## src/rtl/cpu_bus_arbiter_pkg.sv

```systemverilog
// Shared encodings for the CPU bus arbiter: bus owner codes and FSM states.
// Also holds a helper that names the other non-CPU master.
package cpu_bus_arbiter_pkg;

  localparam logic [1:0] OWN_CPU = 2'd0;
  localparam logic [1:0] OWN_DBG = 2'd1;
  localparam logic [1:0] OWN_DMA = 2'd2;

  typedef enum logic [2:0] {
    ST_CPU_OWN   = 3'd0,
    ST_HALT_WAIT = 3'd1,
    ST_GNT_DBG   = 3'd2,
    ST_GNT_DMA   = 3'd3,
    ST_HANDOFF   = 3'd4,
    ST_RELEASE   = 3'd5
  } arb_state_e;

  // The master that could be waiting while the given one holds the bus.
  function automatic logic [1:0] other_master(input logic [1:0] own);
    return (own == OWN_DBG) ? OWN_DMA : OWN_DBG;
  endfunction

endpackage

```

## src/rtl/cpu_bus_arbiter_bus_halt_timer.sv

```systemverilog
// 8-bit saturating halt-acknowledge timer with a registered one-shot expiry pulse.
module bus_halt_timer #(
  parameter logic [7:0] LIMIT = 8'd255
) (
  input  logic clk,
  input  logic rst,
  input  logic clear,
  input  logic enable,
  output logic expired
);

  logic [7:0] count_r;
  logic       expired_r;

  // Count while enabled, hold at LIMIT; the pulse fires on the step that reaches LIMIT.
  always_ff @(posedge clk) begin
    if (rst || clear) begin
      count_r   <= 8'd0;
      expired_r <= 1'b0;
    end else if (enable) begin
      if (count_r != LIMIT) begin
        count_r <= count_r + 8'd1;
      end
      expired_r <= (count_r == (LIMIT - 8'd1));
    end else begin
      expired_r <= 1'b0;
    end
  end

  assign expired = expired_r;

endmodule

```

## src/rtl/cpu_bus_arbiter.sv

```systemverilog
// CPU memory bus arbiter: halts the CPU on debug/DMA requests, grants the bus to one
// master at a time and muxes the memory-side bus from the registered owner.
module cpu_bus_arbiter
  import cpu_bus_arbiter_pkg::*;
#(
  parameter logic [7:0] HALT_TIMEOUT = 8'd255
) (
  input  logic        clk,
  input  logic        rst,
  input  logic [15:0] cpu_addr,
  input  logic [7:0]  cpu_wdata,
  input  logic        cpu_we,
  input  logic        cpu_re,
  output logic        cpu_halt,
  input  logic        cpu_is_halted,
  input  logic        dbg_req,
  output logic        dbg_gnt,
  input  logic [15:0] dbg_addr,
  input  logic [7:0]  dbg_wdata,
  input  logic        dbg_we,
  input  logic        dbg_re,
  input  logic        dma_req,
  output logic        dma_gnt,
  input  logic [15:0] dma_addr,
  input  logic [7:0]  dma_wdata,
  input  logic        dma_we,
  input  logic        dma_re,
  output logic [15:0] mem_addr,
  output logic [7:0]  mem_wdata,
  output logic        mem_we,
  output logic        mem_re,
  output logic [1:0]  owner,
  output logic        halt_timeout
);

  arb_state_e state_r;
  logic       cpu_halt_r;
  logic       dbg_gnt_r;
  logic       dma_gnt_r;
  logic [1:0] owner_r;
  logic       waiting_s;
  logic       dead_s;
  logic       timeout_s;

  assign waiting_s = (state_r == ST_HALT_WAIT);
  assign dead_s    = (state_r == ST_HANDOFF) || (state_r == ST_RELEASE);

  bus_halt_timer #(
    .LIMIT (HALT_TIMEOUT)
  ) u_halt_timer (
    .clk     (clk),
    .rst     (rst),
    .clear   (!waiting_s),
    .enable  (waiting_s),
    .expired (timeout_s)
  );

  // Arbitration FSM; grants and owner are registered so they appear the cycle after the decision.
  always_ff @(posedge clk) begin
    if (rst) begin
      state_r    <= ST_CPU_OWN;
      cpu_halt_r <= 1'b0;
      dbg_gnt_r  <= 1'b0;
      dma_gnt_r  <= 1'b0;
      owner_r    <= OWN_CPU;
    end else begin
      case (state_r)
        ST_CPU_OWN: begin
          if (dbg_req || dma_req) begin
            cpu_halt_r <= 1'b1;
            state_r    <= ST_HALT_WAIT;
          end
        end
        ST_HALT_WAIT: begin
          if (!dbg_req && !dma_req) begin
            state_r <= ST_RELEASE;
          end else if (cpu_is_halted) begin
            if (dbg_req) begin
              dbg_gnt_r <= 1'b1;
              owner_r   <= OWN_DBG;
              state_r   <= ST_GNT_DBG;
            end else begin
              dma_gnt_r <= 1'b1;
              owner_r   <= OWN_DMA;
              state_r   <= ST_GNT_DMA;
            end
          end
        end
        ST_GNT_DBG: begin
          if (!dbg_req) begin
            dbg_gnt_r <= 1'b0;
            state_r   <= dma_req ? ST_HANDOFF : ST_RELEASE;
          end
        end
        ST_GNT_DMA: begin
          if (!dma_req) begin
            dma_gnt_r <= 1'b0;
            state_r   <= dbg_req ? ST_HANDOFF : ST_RELEASE;
          end
        end
        ST_HANDOFF: begin
          // The waiting master is whichever one did not just own the bus.
          if (other_master(owner_r) == OWN_DMA) begin
            if (dma_req) begin
              dma_gnt_r <= 1'b1;
              owner_r   <= OWN_DMA;
              state_r   <= ST_GNT_DMA;
            end else begin
              state_r <= ST_RELEASE;
            end
          end else begin
            if (dbg_req) begin
              dbg_gnt_r <= 1'b1;
              owner_r   <= OWN_DBG;
              state_r   <= ST_GNT_DBG;
            end else begin
              state_r <= ST_RELEASE;
            end
          end
        end
        ST_RELEASE: begin
          cpu_halt_r <= 1'b0;
          owner_r    <= OWN_CPU;
          state_r    <= ST_CPU_OWN;
        end
        default: begin
          state_r    <= ST_CPU_OWN;
          cpu_halt_r <= 1'b0;
          dbg_gnt_r  <= 1'b0;
          dma_gnt_r  <= 1'b0;
          owner_r    <= OWN_CPU;
        end
      endcase
    end
  end

  // Memory-side mux driven by the registered owner; strobes gated during dead cycles.
  always_comb begin
    mem_addr  = 16'h0000;
    mem_wdata = 8'h00;
    mem_we    = 1'b0;
    mem_re    = 1'b0;
    case (owner_r)
      OWN_CPU: begin
        mem_addr  = cpu_addr;
        mem_wdata = cpu_wdata;
        mem_we    = cpu_we && !dead_s;
        mem_re    = cpu_re && !dead_s;
      end
      OWN_DBG: begin
        mem_addr  = dbg_addr;
        mem_wdata = dbg_wdata;
        mem_we    = dbg_we && dbg_gnt_r && !dead_s;
        mem_re    = dbg_re && dbg_gnt_r && !dead_s;
      end
      OWN_DMA: begin
        mem_addr  = dma_addr;
        mem_wdata = dma_wdata;
        mem_we    = dma_we && dma_gnt_r && !dead_s;
        mem_re    = dma_re && dma_gnt_r && !dead_s;
      end
      default: begin
        mem_addr  = 16'h0000;
        mem_wdata = 8'h00;
        mem_we    = 1'b0;
        mem_re    = 1'b0;
      end
    endcase
  end

  assign cpu_halt     = cpu_halt_r;
  assign dbg_gnt      = dbg_gnt_r;
  assign dma_gnt      = dma_gnt_r;
  assign owner        = owner_r;
  assign halt_timeout = timeout_s;

endmodule

```

## config.mk

```make
export PLATFORM = sky130hd
export DESIGN_NAME = cpu_bus_arbiter
export DESIGN_NICKNAME = d
export VERILOG_FILES = /design/src/rtl/cpu_bus_arbiter_pkg.sv /design/src/rtl/cpu_bus_arbiter_bus_halt_timer.sv /design/src/rtl/cpu_bus_arbiter.sv
export SDC_FILE = /design/constraint.sdc
export NUM_CORES = 1
export LEC_CHECK = 0
export BUFFER_PORTS_ARGS = -buffer_cell sky130_fd_sc_hd__buf_4
export CAP_MARGIN = 0
export CORE_AREA = 2 2 64 66
export DETAILED_ROUTE_END_ITERATION = 8
export DIE_AREA = 0 0 66 68
export PLACE_DENSITY = 0.83
export SLEW_MARGIN = 10
export SYNTH_ARGS = -nofsm -noshare
export SYNTH_HDL_FRONTEND = slang
export SYNTH_SLANG_ARGS = --single-unit
```

## constraint.sdc

```tcl
create_clock -name clk -period 4.9 [get_ports clk]
set_clock_uncertainty 0.05 [all_clocks]
set_input_delay 0.735 -clock clk [delete_from_list [all_inputs] [get_ports clk]]
set_output_delay 0.735 -clock clk [all_outputs]
set_load 0.05 [all_outputs]
```

==> flow_summary.toml <==
[logic_synthesis]
synth_compound_gate_area_share_pct = 35.5
synth.most_common_cell = "nor2_1"
avgSynthCellArea_sq_um = 7.61
synth_cell_types = 52
synth_fa_ha_area_share_pct = 5.51
async_flop_share_pct = 0
ys_ff_latch = 17
synth_top_cell_by_area = "dfxtp_1"
synthSimpleGateAreaFrac_pct = 25.9
synthXorXnorAreaFrac_pct = 1.10
syn-instance-count = 209
synth_top_area_share_pct = 21.4
synth.mux.area_fraction_pct = 1.34
synthesis.nets = 299
synth_seq_area_share_pct = 21.4
synth_edf_count = 0
ys_top_cells_by_area = "dfxtp_1 (21%), a222oi_1 (15%), nor2_1 (7.8%)"
netlist_area_sq_um = 1590
ys_warn_count = 0
synth_flop_cell = "dfxtp_1"
synth_common_cells = "nor2_1 (33), a222oi_1 (24), dfxtp_1 (17)"
synth_top_family_by_area = "compound AO/OA/AOI/OAI gates"

[power]
finalPower_w = 0.000871
ir_drop_mv = 0.295
cellLeakagePower_nw = 1.16
powerDensity_nw_per_um2 = 356

[grt]
grt_overflow = 0
grtUsageTotal_pct = 23.0
antenna_found_initial = 0
grt_max_degree = 29
grt_pass1_vias = 1689
grt_pass1_wl_um = 8140

[floorplanning]
die_x_um = 66
dieArea_sq_um = 4490
ios = 115
start_util_pct = 41.2
rows = 23
design.core.area_sq_um = 3860
fp.dieH_um = 68

[timing]
setup_viol = 0
slew_viol_final = 0
rsz0062_at_grt = "no"
layout_setup_ws_ns = 1.84
worst_slew_pin_slew_ns = 1.09
setup_tns_ns = 0
fin_crit_sh_pct = 62.4
period_minus_slack_ns = 3.06
slew_headroom_pct = 27.2
final_hold_viol_count = 0
clock.fmax_mhz = 327

[clock_tree]
clkSlewWorstSetupHoldPaths_ns = 0.07
clk_path_buf_depth = 2
cts_buffers = 3
post_cts_buffers = 0
worstSkewPairLatency_ns = 0.26
postCtsHoldBufs = 0
post_cts_resized = 0
tritoncts = "built"
cts_sinks = 17
cts_root_buffer = "clkbuf_8"
htreeDepth = 1

[detailed_routing]
vias_per_cell = 5.78
first_pass_iters = 5
drt_iter0_markers = 251
routedWlPerCell_um = 16.0
wl_um = 5700
remaining_drc_errors = 0
route.vias.total = 2059
postRouteAntennaNets = 0

[worst_setup_path]
worstPathRequired_ns = 4.12
r2r_slack_ns = 2.60
start_kind = "flop"
r2r_start = "owner[0]"
path_class = "flop to output port"
end_kind = "output port"
worstReg2RegEnd = "dbg_gnt"
reg2reg_depth = 4
cp_max_fo = 26
arrival_ns = 2.27

[worst_hold_path]
min_from = "cpu_halt"
min_to = "cpu_halt"
hp-class = "flop to flop"
whs_path_depth = 2

[finish]
area_growth_pct = 53.7
diodes = 0
fillCellCount = 340
fin_cells = 356
drive_above_1_share_pct = 40.8
nNetsFinal = 397

[status]
status = "finished, final reports clean"

[placed_design]
pre_cts_ws_ns = 2.16
dpl.hpwl_um = 4190
place.gp.congestion = 0.875
place_inst = 352
port_buffers = 114

[flow_run]
drv_cap = 0
==> worst max-delay path, stage by stage (launching register included) <==
cell	delay (ns)
dfxtp_1	0.37
inv_1	0.10
ha_1	0.80
nand3_1	0.17
a311oi_1	0.32
buf_4	0.25
==> cell type report <==
cell class	count	area, sq um	area share [%]
inverters	9	33.8	1.38
repair buffers	114	856	35.0
multi-input cells	162	1100	45.1
clock inverters	1	7.51	0.307
flip-flops and latches	17	340	13.9
well taps	50	62.6	2.56
clock buffers	3	41.3	1.69
==> cells by family after synthesis <==
| kind of cell | after synthesis |
|---|---|
| compound gates | 69 |
| xor+xnor | 2 |
| fa+ha+maj | 7 |
| buf+inv | 30 |
| flops | 17 |
| mux | 2 |
| simple gates | 82 |
==> stage by stage <==
step                      util [%]  area [sq um]  hold WS, ns
after floorplan                  -          1590        0.402
after detailed placement      62.1          2390        0.431
after global placement        62.1          2390        0.434
after global routing          63.4          2440        0.470
after CTS                     63.4          2440        0.442
final                         63.4          2440        0.444
==> how the worst max path moves through the flow <==
stage,depth (start not counted),end,slack (ns),from
after floorplan,4,mem_re,1.62,owner[1]
after global placement,5,mem_we,2.26,owner[0]
after detailed placement,5,mem_re,2.16,owner[0]
after CTS,5,mem_re,1.87,owner[0]
after global routing,5,mem_re,1.69,owner[0]
final,5,mem_re,1.84,owner[0]
==> per-layer routing <==
| metal | track usage, % | share of wire (%) | wire [um] | vias up |
|---|---|---|---|---|
| met1 | 31.0 | 42 | 2420 | 953 |
| met2 | 36.7 | 48 | 2750 | 84 |
| li1 | - | - | - | 1014 |
| met5 | 0 | 0 | 0 | - |
| met4 | 6.89 | 0.96 | 55 | 0 |
| met3 | 5.26 | 8.4 | 481 | 8 |
==> placed cells by master (no fill, tap or decap), types with 7 or more instances in the layout <==
cell type    n
buf_4      114
nor2_1      33
a222oi_1    24
dfxtp_1     17
nand3_1     12
nand2_1      9
a21oi_1      8
inv_1        7
ha_1         7
==> power breakdown <==
group	switching [W]	total, W	internal, W
Clock	0.0000533	0.000111	0.0000573
Sequential	0.0000509	0.000209	0.000158
Combinational	0.000344	0.000552	0.000208
==> flip-flops by register name, summed over array words and instances, names as in the netlist <==
| signal | flops |
|---|---|
| u_halt_timer.count_r | 8 |
| state_r | 3 |
| owner | 2 |
| cpu_halt | 1 |
| dbg_gnt | 1 |
| dma_gnt | 1 |
| u_halt_timer.expired | 1 |
Power figures use the tool's default switching activity.
